$ cat src/rtl/priority_encoder_rr.sv
// Registered N-way priority encoder, fixed-MSB or round-robin; optional grant counter under PRIORITY_ENC_STAT_EN.
// Latency: 1 cycle from req sampled to valid/out/gnt visible; back-to-back grants on handshake with no bubble.
// Backpressure: a grant is held frozen until ack while valid; req is not re-evaluated until then.
module priority_encoder_rr #(
    parameter int N    = 8,
    parameter int MODE = 0,
    localparam int W   = $clog2(N)
) (
    input  logic         clk,
    input  logic         rst_n,
    input  logic [N-1:0] req,
    input  logic         ack,
    output logic [W-1:0] out,
    output logic [N-1:0] gnt,
    output logic         valid
`ifdef PRIORITY_ENC_STAT_EN
    ,
    output logic [15:0]  grant_cnt
`endif
);

    typedef enum logic {
        IDLE  = 1'b0,
        GRANT = 1'b1
    } state_t;

    localparam logic [W-1:0] LAST = W'(N - 1);
    localparam logic [W-1:0] ONE  = W'(1);

    state_t         state;
    state_t         state_nxt;
    logic [W-1:0]   ptr;
    logic [W-1:0]   ptr_nxt;
    logic [W-1:0]   out_nxt;
    logic [W-1:0]   win;
    logic [N-1:0]   gnt_nxt;
    logic           hs;
    logic           any_req;

    function automatic logic [W-1:0] pick_fixed(input logic [N-1:0] r);
        logic [W-1:0] sel;
        sel = '0;
        for (int i = 0; i < N; i++) begin
            if (r[i]) sel = W'(i);
        end
        return sel;
    endfunction

    // Walk downward from start with an explicit wrap so non-power-of-two N works.
    function automatic logic [W-1:0] pick_rr(input logic [N-1:0] r, input logic [W-1:0] start);
        logic [W-1:0] cand;
        logic [W-1:0] sel;
        logic         found;
        cand  = start;
        sel   = '0;
        found = 1'b0;
        for (int k = 0; k < N; k++) begin
            if (!found && r[cand]) begin
                sel   = cand;
                found = 1'b1;
            end
            cand = (cand == '0) ? LAST : cand - ONE;
        end
        return sel;
    endfunction

    assign valid = (state == GRANT);

    always_comb begin
        hs        = valid & ack;
        any_req   = |req;
        ptr_nxt   = ptr;
        state_nxt = state;
        out_nxt   = out;
        gnt_nxt   = gnt;

        // The pointer moves on handshake, and a back-to-back winner already sees the moved value.
        if (hs) begin
            ptr_nxt = (out == '0) ? LAST : out - ONE;
        end

        if (MODE == 0) begin
            win = pick_fixed(req);
        end else begin
            win = pick_rr(req, ptr_nxt);
        end

        case (state)
            IDLE: begin
                if (any_req) begin
                    state_nxt    = GRANT;
                    out_nxt      = win;
                    gnt_nxt      = '0;
                    gnt_nxt[win] = 1'b1;
                end
            end
            GRANT: begin
                if (hs) begin
                    if (any_req) begin
                        out_nxt      = win;
                        gnt_nxt      = '0;
                        gnt_nxt[win] = 1'b1;
                    end else begin
                        state_nxt = IDLE;
                        out_nxt   = '0;
                        gnt_nxt   = '0;
                    end
                end
            end
            default: begin
                state_nxt = IDLE;
                out_nxt   = '0;
                gnt_nxt   = '0;
            end
        endcase
    end

    always_ff @(posedge clk) begin
        if (!rst_n) begin
            state <= IDLE;
            out   <= '0;
            gnt   <= '0;
            ptr   <= LAST;
        end else begin
            state <= state_nxt;
            out   <= out_nxt;
            gnt   <= gnt_nxt;
            ptr   <= ptr_nxt;
        end
    end

`ifdef PRIORITY_ENC_STAT_EN
    always_ff @(posedge clk) begin
        if (!rst_n) begin
            grant_cnt <= '0;
        end else if (hs && (grant_cnt != 16'hFFFF)) begin
            grant_cnt <= grant_cnt + 16'd1;
        end
    end
`endif

endmodule

$ cat config.mk
export PLATFORM = sky130hd
export DESIGN_NAME = priority_encoder_rr
export DESIGN_NICKNAME = d
export VERILOG_FILES = /design/src/rtl/priority_encoder_rr.sv
export SDC_FILE = /design/constraint.sdc
export NUM_CORES = 1
export LEC_CHECK = 0
export ABC_AREA = 1
export ABC_CLOCK_PERIOD_IN_PS = 1500
export CORE_MARGIN = 4
export CORE_UTILIZATION = 44
export DETAILED_ROUTE_END_ITERATION = 10
export MAX_ROUTING_LAYER = met4
export PLACE_DENSITY = 0.78
export SLEW_MARGIN = 20
export SYNTH_ARGS = -nofsm -noshare
export SYNTH_HDL_FRONTEND = slang
export SYNTH_SLANG_ARGS = --single-unit
$ cat constraint.sdc
create_clock -name clk -period 1.5 [get_ports clk]
set_input_delay 0.3 -clock clk [delete_from_list [all_inputs] [get_ports clk]]
set_output_delay 0.3 -clock clk [all_outputs]
set_load 0.03 [all_outputs]
# == After elaboration in Yosys (flattened, before gate mapping) ==
# Index checks and enable logic that the tools add are counted.
# W data, S select, Z words.
# word_totals
reg_bits,12
latch_bits,0
ramBits,0
mem_bits_ro,0
input_bits,11
out_inout_bits,12
wordCells,32
memories,0
# classes
n_addsub,0
mul,0
n_div,0
n_lt_le_gt_ge,2
eq_ne,2
shift,0
mux,20
bitwise,2
n_reduce_logical,3
# ops
operator,count
$mux W3,8
$mux W8,3
$pmux W8 S2,1
$reduce_or A8 Y1,1
$pmux W3 S2,1
$lt A3 B4 Y1 const B,1
$mux W1,4
$demux W1 S3,1
$ge A3 B1 Y1 const B,1
$mux W2,1
$ne A2 B1 Y1 const B,1
$ne A2 B2 Y1 const B,1
$pmux W1 S2,1
$reduce_and A2 Y1,1
$and A1 B1 Y1,1
$logic_and A1 B1 Y1,1
$not A1 Y1,1

# == Logic depth before layout (Yosys ltp) ==
# logic_depth
depth_word,14
mapped_depth,8
mapped_depth_nobuf,8

# == Worst setup path after synthesis ==
# Ideal clock, no wire load.
# synth_path
path_kind,register -> register
from,register state (netlist: valid)
to,register gnt[0]
setup_ns,0.121
arrival_ns,1.100
required_time_ns,1.379
path_slack_ns,0.280
path_stages_with_launch,8
n_path_buf,0
synth_period_minus_slack_ns,1.220
path_cell_list,dfxtp_1 > inv_1 > nor2_1 > inv_1 > nand3_1 > nor2_1 > nand2_1 > a21oi_1
# synth_via
elab_chain_cells,3
elab_cells_between_ends,6
cone_classes,2 x eq/ne; 1 x mux; 2 x bitwise; 1 x reduce/logical
# synth_lines
item,line,rtl
"start, declared",30,state_t state;
"start signal, assigned",125,state <= state_nxt;
$and A1 B1 Y1 / $not A1 Y1 (equally long branches),"70, 88",
$ne A2 B1 Y1 (no source line) / $ne A2 B2 Y1 (equally long branches),-,
$reduce_and A2 Y1 (no source line),-,
"end signal, assigned",127,gnt <= gnt_nxt;
"end, declared",14,"output logic [N-1:0] gnt,"
# Parallel ways exist; a longest one is shown, timed or not.
# A chain may end at the register's enable or synchronous reset.

# == Worst setup path after layout ==
# layout_path
from,input port req[6]
to,register gnt[6]
# layout_via
elab_chain_cells,9
elab_cells_between_ends,14
cone_classes,2 x order compare; 1 x eq/ne; 8 x mux; 3 x reduce/logical
# layout_lines
item,line,rtl
"start, declared",11,"input logic [N-1:0] req,"
$mux W3 (2 in series),44,if (r[i]) sel = W'(i);
$lt A3 B4 Y1 (implied by the code) / $ge A3 B1 Y1 (equally long branches),"94, 102",
$logic_and A1 B1 Y1 (implied by the code),"94, 102",
$mux W1 (implied by the code),"94, 102",
$demux W1 S3,"94, 102",
$mux W8,99,if (any_req) begin
$mux W8,98,if (hs) begin
$pmux W8 S2,88,case (state)
# Parallel ways exist; a longest one is shown, timed or not. The select of a mux whose other input is x is not followed.

==> summary by stage <==
Layout
The number of inserted diodes is 0. The ratio of cells with drive above 1 in the final layout is 14.3%. The cell area after layout is 910 µm². Once layout is complete, the utilization of the core stands at 69.9%. Compared with the post-synthesis result, the final layout area differs by 50.5%.

The number of standard cells in the layout, taps in and fillers out is 134. The net count of the finished layout is 131.

Place
Buffers placed on the I/O ports in this run total 22. The congestion estimate from routability-driven global placement came to 0.828. In this run, placement finished with an instance count of 130. The worst-case setup slack after placement is -0.175 ns. The HPWL after detailed placement is 1120 µm. After detailed placement, the total cell area comes to 888 µm².

Synthesis
The part of the Yosys area used for sequential elements is 39.8%. Counting instances in the post-synthesis netlist gives the leading cell types as nand2_1, dfxtp_1, nand3_1. The top-area cell type share of the netlist area is 39.8%. Summing the areas of all xor and xnor instances in the mapped netlist gives 0% of the synthesized area. The compound-cell area share of the yosys netlist is 13.9%. After synthesis the netlist holds a flip-flop and latch count of 12. The synthesized netlist net count is 98.

The number of different library cells in the post-synthesis netlist is 15. The portion of synthesized area spent on multiplexers is 0%. Summing the areas of all and, or, nand and nor instances in the mapped netlist gives 38.3% of the synthesized area. In this run the cell area of the synthesized design comes to 604 µm². After synthesis, the largest family of logic cells by area is simple AND/OR/NAND/NOR gates. The top cell type by total area after synthesis is dfxtp_1. Yosys instantiated no cell more often than nand2_1. The count of warnings emitted by yosys is 0.

Synthesis produced 87 cells. The synthesized netlist devotes 0% of its cell area to adder and majority cells. The prevailing post-synth register cell is dfxtp_1. The share of synthesized flip-flops with an asynchronous set or reset is 0%. The count of flip-flops with a built-in enable after synthesis is 0. After synthesis, the cell types taking the most area are dfxtp_1, nand2_1, nand3_1. After synthesis, the mean cell area works out to 6.95 µm².

Die
The die covers 0.00203 mm². The number of placement rows is 13. The placeable core region is 0.00130 mm².

The vertical extent of the die is 45.1 µm. The initial cell density of the core is 46.4%. During I/O placement, the number of pins put on the boundary was 23.

The die is 45.1 µm wide.

Timing
The worst path in the final design needs a cycle of 1.37 ns, including I/O delays and setup. The max-slew violation count is 0. Static timing analysis puts the maximum clock frequency at 730 MHz. Setup repair after global routing left no endpoint under its margin. Between clock sinks in the finished design, the worst skew comes to 0.000591 ns. The number of hold violations in the final report is 0. For the pin with the worst max-slew slack, the measured transition is 0.359 ns. In the post-route analysis, the smallest setup slack over all paths is 0.130 ns.

The setup-violating endpoint count in the final report is 0. In this run the tightest slew margin relative to its limit is 76.0%. Dividing the final minimum period by the clock period gives 91.3%.

Pwr
The net switching power is 0.213 mW. The worst-case IR drop observed on VDD is 0.000468 V. The switching part of the total power is 28.0%.

The proportion of power drawn by combinational gates is 21.7%. In this run the static leakage power is 0.454 nW. Dividing total power by cell area gives a power density of 839 mW/mm². Internal power comes to 0.549 mW. The overall power consumption is 0.763 mW. The share of total power dissipated in sequential elements is 44.5%. The clock network burns 33.8% of the power.

Worst setup path
At the worst endpoint, the arrival time is 1.59 ns. The launching instance or port of the critical path is req[6]. The slowest stage of the critical path belongs to the cell clkdlybuf4s50_1. The element type at the critical path end is a flop. STA classifies the critical path startpoint as an input port. The peak per-stage delay on the critical path is 0.46 ns. In this run the critical register-to-register path is launched from valid. The worst setup path is of the input port to flop kind. For the worst setup path, the data required time is 1.71 ns. The top fanout value on the critical path is 10. Traced cell by cell, the critical path runs through clkdlybuf4s50_1 -> nor2_4 -> nand2_4 -> o21ai_4 -> nand2_4 -> nand2_1 -> nand2_1 -> nor2_1.

Clock network
The total number of H-tree levels is 1. In this run the post-CTS setup repair buffer count came out at 0. The number of clock sinks seen by CTS is 12.

The number of buffers between clock root and the deepest sink is 2. The root buffer cell is clkbuf_4. TritonCTS built the clock tree.

The clock reaches the later pin of the worst-skew pair after 0.28 ns. The number of hold buffers added after CTS was 0. The total CTS buffers is 3. After clock tree synthesis, the clock-pin slew on the worst setup and hold paths is 0.07 ns.

Global route
Summed over all layers, the global routing overflow is 0. The initial antenna violation count is 0. The via count of the first global-routing pass is 637. The wire length of the first global-routing pass is 2480 µm. The overall routing resource usage is 17.6%.

Entering global routing, the biggest net connects 11 pins.

Status
The flow ran to the end, and the final reports show no timing, DRC or antenna violations.

Routing
The pre-antenna-repair detailed-routing pass consisted of 4 iterations. The via density per instance is 4.91. The number of remaining DRC errors is 0. The detail route stage leaves a number of antenna-violating nets equal to 0.

In the final routed layout, each cell accounts on average for 10.5 µm. After detailed routing, the total wire length is 1410 µm. The detailed router placed 658 vias in this run. In this run, the number of DRC markers left after iteration 0 of detailed routing was 12.

Hold path
The critical hold path startpoint is gnt[2]. The min-delay analysis places its worst path in the category flop to flop.

Flow run
The number of violations of the max-capacitance limit is 0.
==> timing repair <==
action,CTS,global route
setup endpoints to repair,12,0
hold endpoints to repair,0,0
resized for setup,12,0
==> kinds of logic after synthesis <==
group | count (synthesis)
AO/OA/AOI/OAI | 14
buffers and inverters | 13
flip-flops | 12
AND/OR/NAND/NOR | 48
==> cell type report <==
type,count,area [µm²]
Sequential cell,12,240
Multi-Input combinational cell,62,315
Timing Repair Buffer,28,250
Clock buffer,4,36.3
Tap cell,15,18.8
Inverter,13,48.8
Fill cell,132,392
==> placed cells by master, fill, tap and decap left out, drive strengths merged <==
cell type	Yosys	routed
clkdlybuf4s50	0	10
clkinv	2	2
a21oi	11	11
o21ai	2	2
dfxtp	12	12
nand3	12	12
nand2	21	21
buf	0	6
nor3	1	1
nor2	14	14
inv	11	11
o211ai	1	1
dlygate4sd2	0	12
clkbuf	0	4
==> power groups by stage <==
stage | clock (mW) | combinational (mW) | sequential [mW]
floorplan | 0 | 0.0626 | 0.376
global placement | 0 | 0.173 | 0.347
detailed placement | 0 | 0.176 | 0.348
CTS | 0.270 | 0.167 | 0.340
global route | 0.288 | 0.183 | 0.342
finish | 0.257 | 0.166 | 0.339
==> routing by layer <==
metal | part of all wire [%] | track usage [%] | wire length, µm
met5 | 0 | - | 0
met2 | 50 | 28.0 | 700
met4 | 2.4 | 9.94 | 34
met3 | 5.8 | 7.57 | 82
met1 | 42 | 18.0 | 590
==> per-stage QoR <==
step | hold slack (ns) | TNS, ns
floorplan | 0.420 | 0
global placement | 0.462 | -1.11
detailed placement | 0.474 | -1.43
CTS | 0.483 | 0
global route | 0.506 | 0
finish | 0.480 | 0
==> registers in the layout, summed over array words and instances, names as in the netlist <==
signal,cells
valid,1
out,3
gnt,8
==> critical path, delay by kind of cell <==
| kind | cells | cell delay, ns |
|---|---|---|
| and+or+nand+nor | 6 | 0.53 |
| AOI/OAI and AO/OA | 1 | 0.29 |
| buffers and inverters | 1 | 0.46 |
==> final timing paths <==
| check | end | slack [ns] | depth (start not counted) |
|---|---|---|---|
| worst max-delay path | gnt[6] | 0.13 | 8 |
| worst min-delay path | gnt[2] | 0.48 | 2 |
| worst max register to register | gnt[3] | 0.35 | 5 |
| worst min register to register | gnt[2] | 0.48 | 2 |
Power figures use the tool's default switching activity.
